File: config.mk
export PLATFORM = sky130hd
export DESIGN_NAME = banco_registros_flat
export DESIGN_NICKNAME = d
export VERILOG_FILES = /design/src/rtl/banco_registros_pkg.sv /design/src/rtl/banco_registros_if.sv /design/src/rtl/banco_registros_read_mux.sv /design/src/rtl/banco_registros.sv /design/src/flat_wrapper.sv
export SDC_FILE = /design/constraint.sdc
export NUM_CORES = 2
export LEC_CHECK = 0
export ABC_AREA = 1
export ABC_CLOCK_PERIOD_IN_PS = 19430
export CORE_MARGIN = 2
export CORE_UTILIZATION = 50
export DETAILED_ROUTE_END_ITERATION = 10
export PLACE_DENSITY = 0.68
export SYNTH_ARGS = -nofsm -noshare
export SYNTH_HDL_FRONTEND = slang
export SYNTH_SLANG_ARGS = --single-unit
File: constraint.sdc
create_clock -name clk -period 19.43 [get_ports clk]
set_input_delay 2.9145 -clock clk [delete_from_list [all_inputs] [get_ports clk]]
set_output_delay 2.9145 -clock clk [all_outputs]
set_load 0.05 [all_outputs]
File: src/rtl/banco_registros_pkg.sv
// Shared constants and types for the banco_registros register file.
package banco_registros_pkg;

  localparam int REG_DATA_W = 32;
  localparam int REG_ADDR_W = 4;
  localparam int REG_DEPTH  = 2 ** REG_ADDR_W;

  typedef logic [REG_DATA_W-1:0] reg_word_t;
  typedef logic [REG_ADDR_W-1:0] reg_addr_t;

  // Whole register file as one packed vector of words, handy to pass between modules.
  typedef logic [REG_DEPTH-1:0][REG_DATA_W-1:0] reg_bank_t;

endpackage

File: src/rtl/banco_registros_if.sv
// Bus bundle for the register file: two read ports (A, B) and two write ports (C, V).
interface banco_registros_if;
  import banco_registros_pkg::*;

  logic      WE_C;
  logic      WE_V;
  reg_addr_t DirA;
  reg_addr_t DirB;
  reg_addr_t DirC;
  reg_addr_t DirV;
  reg_word_t DinC;
  reg_word_t DinV;
  reg_word_t DoA;
  reg_word_t DoB;

  // Datapath side: drives addresses, enables and write data, consumes read data.
  modport master (
    output WE_C, WE_V, DirA, DirB, DirC, DirV, DinC, DinV,
    input  DoA, DoB
  );

  // Register file side.
  modport slave (
    input  WE_C, WE_V, DirA, DirB, DirC, DirV, DinC, DinV,
    output DoA, DoB
  );

endinterface

File: src/rtl/banco_registros_read_mux.sv
// 16:1 word-wide combinational read multiplexer for one read port.
module banco_read_mux
  import banco_registros_pkg::*;
(
  input  reg_bank_t i_regs,
  input  reg_addr_t i_sel,
  output reg_word_t o_data
);

  // Pure selection; zero-cycle latency from address to data.
  assign o_data = i_regs[i_sel];

endmodule

File: src/rtl/banco_registros.sv
// Register file, 16 x 32 bits: asynchronous reads on A/B, synchronous writes on C/V.
// On a same-address dual write, port C wins. No read bypass: a read of the
// register being written shows the old value until the clock edge.
module banco_registros
  import banco_registros_pkg::*;
#(
  parameter int DATA_W = REG_DATA_W,
  parameter int ADDR_W = REG_ADDR_W
) (
  input  logic                clk,
  input  logic                rst,
  banco_registros_if.slave    bus
);

  reg_bank_t r_regs;
  reg_word_t w_doa;
  reg_word_t w_dob;

  // Storage: async clear; port V assigned first so a colliding port C write overrides it.
  always_ff @(posedge clk or posedge rst) begin
    if (rst) begin
      r_regs <= '0;
    end else begin
      if (bus.WE_V) r_regs[bus.DirV] <= bus.DinV;
      if (bus.WE_C) r_regs[bus.DirC] <= bus.DinC;
    end
  end

  banco_read_mux u_mux_a (
    .i_regs (r_regs),
    .i_sel  (bus.DirA),
    .o_data (w_doa)
  );

  banco_read_mux u_mux_b (
    .i_regs (r_regs),
    .i_sel  (bus.DirB),
    .o_data (w_dob)
  );

  assign bus.DoA = w_doa;
  assign bus.DoB = w_dob;

endmodule

File: src/flat_wrapper.sv
// flat-port wrapper written by rule: the top's interface ports become plain ports
module banco_registros_flat import banco_registros_pkg::*;
#(
  parameter int DATA_W = REG_DATA_W,
  parameter int ADDR_W = REG_ADDR_W
)
  (clk, rst, bus_WE_C, bus_WE_V, bus_DirA, bus_DirB, bus_DirC, bus_DirV, bus_DinC, bus_DinV, bus_DoA, bus_DoB);
  banco_registros_if bus_i ();
  input  logic clk;
  input  logic rst;
  input wire logic [$bits(bus_i.WE_C)-1:0] bus_WE_C;
  input wire logic [$bits(bus_i.WE_V)-1:0] bus_WE_V;
  input wire logic [$bits(bus_i.DirA)-1:0] bus_DirA;
  input wire logic [$bits(bus_i.DirB)-1:0] bus_DirB;
  input wire logic [$bits(bus_i.DirC)-1:0] bus_DirC;
  input wire logic [$bits(bus_i.DirV)-1:0] bus_DirV;
  input wire logic [$bits(bus_i.DinC)-1:0] bus_DinC;
  input wire logic [$bits(bus_i.DinV)-1:0] bus_DinV;
  output wire logic [$bits(bus_i.DoA)-1:0] bus_DoA;
  output wire logic [$bits(bus_i.DoB)-1:0] bus_DoB;
  assign bus_i.WE_C = bus_WE_C;
  assign bus_i.WE_V = bus_WE_V;
  assign bus_i.DirA = bus_DirA;
  assign bus_i.DirB = bus_DirB;
  assign bus_i.DirC = bus_DirC;
  assign bus_i.DirV = bus_DirV;
  assign bus_i.DinC = bus_DinC;
  assign bus_i.DinV = bus_DinV;
  assign bus_DoA = bus_i.DoA;
  assign bus_DoB = bus_i.DoB;
  banco_registros #(.DATA_W(DATA_W), .ADDR_W(ADDR_W)) u_core (.clk(clk), .rst(rst), .bus(bus_i));
endmodule
==> results.py <==
metrics = {
    "clock_network": {
        "postCtsSetupBuffers": 0,
        "cts_made_buffers": 60,
        "clock_sinks": 512,
        "cts-hold-fix-buffers": 0,
        "cts_tree": "built",
        "path_clk_slew_ps": 60,
        "clock_latency_ps": 660,
        "cts_max_level": 2,
        "clk_path_buf_depth": 3,
        "cts_root_buf": "clkbuf_16",
        "cts-resized-gates": 0,
    },
    "critical_path": {
        "cp.arrival_ps": 6940,
        "rr_startpoint": "u_core.r_regs[217]",
        "cpMostUsedCell": "nand3_1",
        "cp_cell_sequence": "buf_8 -> buf_4 -> buf_4 -> nand2_1 -> nand3_1 -> nand3_1 -> nand3_1 -> nand2_1 -> clkdlybuf4s50_1",
        "reg2reg_slack_ps": 18490,
        "r2r_end": "u_core.r_regs[217]",
        "startpoint": "bus_DirB[0]",
        "crit_path_end_kind": "primary output",
        "crit_path_max_incr_delay_ps": 1010,
        "crit_slowest_cell": "buf_4",
        "criticalPathCategory": "primary input to primary output",
        "critPathRequiredTime_ps": 16520,
        "ff2ff_path_depth": 4,
        "cp.buffers_inverters": 4,
        "critPathTopFamily": "buffers and inverters",
        "critPathLaunchType": "primary input",
        "crit_path_max_fanout": 95,
    },
    "finish": {
        "reg_top3": "u_core.r_regs (512)",
        "final_core_util": 0.557,
        "multi_input_area_mm2": 0.0182,
        "final_layout_size_suffix_gt1_frac": 0.0375,
        "fin_cells": 6450,
        "finalNetCount": 5556,
        "area.sequential_mm2": 0.0128,
        "largest_register_ffs": 512,
        "area_delta_synth_final_pct": 10.1,
        "top_register": "u_core.r_regs",
        "n_fill_cell": 6903,
    },
    "place": {
        "io_buffers": 147,
        "dp.cells": 6341,
        "hpwl_um": 77900,
        "gp_congestion": 0.854,
    },
    "synth": {
        "yosysWarningCount": 0,
        "synth_fa_ha_area_frac": 0,
        "synth_compound_area_frac": 0.112,
        "synthSimpleGateAreaFrac": 0.403,
        "ys_ff_latch": 512,
        "synth.avg_cell_area_um2": 6.12,
        "yosysSeqAreaShare": 0.368,
        "syn-instance-count": 5687,
        "synthMuxAreaShare": 0,
        "syn_nets": 5771,
        "syn-cell-area_mm2": 0.0348,
        "synth_xor_area_frac": 0,
        "synth.distinct_cells": 17,
        "synth_top_family_by_area": "simple AND/OR/NAND/NOR gates",
    },
    "power": {
        "seq_power_share": 0.372,
        "pwr_density_cell_mw_per_mm2": 99.3,
        "p_int_uw": 2390,
        "power.switching_uw": 1410,
        "power.share.combinational": 0.326,
        "clkPwrFrac": 0.301,
        "p_sw_frac": 0.371,
        "p_leak_uw": 0.0195,
        "vdd_drop_max_uv": 68.8,
    },
    "timing": {
        "finalSetupViolations": 0,
        "final.min_clock_period_ps": 9850,
        "fmaxAchievable_ghz": 0.102,
        "rsz0062_at_grt": "no",
        "final_hold_viol_count": 0,
        "drv_slew": 0,
        "tightestPinTransition_ps": 1270,
        "relSlewSlack": 0.156,
        "tns_ps": 0,
        "hold_ws_ps": 575,
        "skew_ps": 0,
        "fin_crit_sh": 0.507,
    },
    "floorplanning": {
        "start_util": 0.506,
        "die_width_um": 268,
        "rows": 96,
        "coreArea_mm2": 0.0688,
        "die-area_mm2": 0.0718,
        "die_y_um": 268,
        "io_pins": 148,
    },
    "detailed_routing": {
        "routedWlPerCell_um": 23.4,
        "drtIter0Drc": 5963,
        "antenna_left": 0,
        "wirelength_um": 151000,
        "drtPass1Iterations": 8,
        "num_vias": 39400,
        "viasPerCell": 6.10,
        "drc": 0,
    },
    "run_status": {
        "status": "complete, no violations",
    },
    "global_route": {
        "antenna_found_initial": 8,
        "grt_usage": 0.415,
        "grt-ovfl-total": 0,
        "grt_max_degree": 186,
        "grt_pass1_vias": 36300,
        "grt_pass1_wl_um": 226000,
    },
    "hold_path": {
        "hold_path.class": "register to register",
        "hold_path_end": "u_core.r_regs[463]",
        "hold_path.startpoint": "u_core.r_regs[463]",
        "hold_depth": 2,
    },
    "run": {
        "max_cap_violations": 0,
    },
}
## placed cells by master (no fill, tap or decap), types with 3 or more instances in the layout
cell,n
a21oi_1,96
buf_4,55
clkbuf_1,15
clkbuf_16,61
clkbuf_8,20
clkdlybuf4s50_1,139
clkinv_2,10
dfrtp_1,512
inv_1,594
inv_2,6
inv_8,3
nand2_1,2018
nand2_2,6
nand2_4,4
nand3_1,1025
nand3_2,5
nand3_4,10
nor2_1,172
nor2_4,13
nor3_1,99
o21ai_0,427
o21ai_1,53
o22ai_1,160
## cell usage after synthesis
| cell type | count | share of area |
|---|---|---|
| nor2_2 | 3 | 0.00054 |
| nand3_2 | 1 | 0.00029 |
| clkbuf_1 | 384 | 0.041 |
| inv_2 | 4 | 0.00043 |
| buf_2 | 23 | 0.0033 |
| nand2_1 | 2028 | 0.22 |
| inv_1 | 603 | 0.065 |
| o21ai_0 | 427 | 0.061 |
| nor3_2 | 1 | 0.00029 |
| o21ai_1 | 53 | 0.0076 |
| nor2_1 | 182 | 0.020 |
| a21oi_1 | 96 | 0.014 |
| nor3_1 | 99 | 0.014 |
| o22ai_1 | 160 | 0.029 |
| nand3_1 | 1039 | 0.15 |
| buf_1 | 72 | 0.0078 |
| dfrtp_1 | 512 | 0.37 |
## cells by family after synthesis
| family | after synthesis |
|---|---|
| AO/OA/AOI/OAI | 736 |
| buffers and inverters | 1086 |
| flip-flops | 512 |
| AND/OR/NAND/NOR | 3353 |
## stage by stage
step                setup slack (ps)  cell area (um^2)  power (uW)
floorplan                       2220             34800        2330
global placement                9870             36400        2610
detailed placement              9830             36400        2640
CTS                             9840             38300        3780
global route                    9520             38300        4030
finish                          9580             38300        3810
## final cells by class
| class | instances | area share |
|---|---|---|
| Inverter | 607 | 0.0603 |
| Sequential cell | 512 | 0.334 |
| Clock buffer | 96 | 0.0485 |
| Timing Repair Buffer | 202 | 0.0497 |
| Clock inverter | 11 | 0.00222 |
| Tap cell | 931 | 0.0304 |
| Antenna cell | 2 | 0.000131 |
| Multi-Input combinational cell | 4089 | 0.475 |
## tightest hold or removal path, stage by stage, from the launching register on
cell and delay [ps]:
dfrtp_1 340, o21ai_0 90, o21ai_1 110
## power groups by stage
stage / clock, uW / sequential, uW / combinational (uW)
global placement: 0 / 1420 / 1190
finish: 1150 / 1420 / 1240
detailed placement: 0 / 1430 / 1210
CTS: 1150 / 1410 / 1220
floorplan: 0 / 1410 / 916
global route: 1190 / 1440 / 1400
## layer usage
layer	vias up	GRT usage	share of wire
met2	2968	0.626	0.42
met3	659	0.104	0.14
met5	-	0	0.00043
met1	18000	0.545	0.37
li1	17700	-	-
met4	10	0.233	0.065
## how the worst max path moves through the flow
stage	end	slack, ps	cells after the start
5_1_grt	bus_DoB[30]	9520	9
3_5_place_dp	bus_DoB[30]	9830	9
3_3_place_gp	bus_DoB[30]	9870	9
6_report	bus_DoB[30]	9580	9
2_1_floorplan	u_core.r_regs[0]	2220	1
4_1_cts	bus_DoB[30]	9840	9
Note: power is estimated with default switching activity, not from simulation.
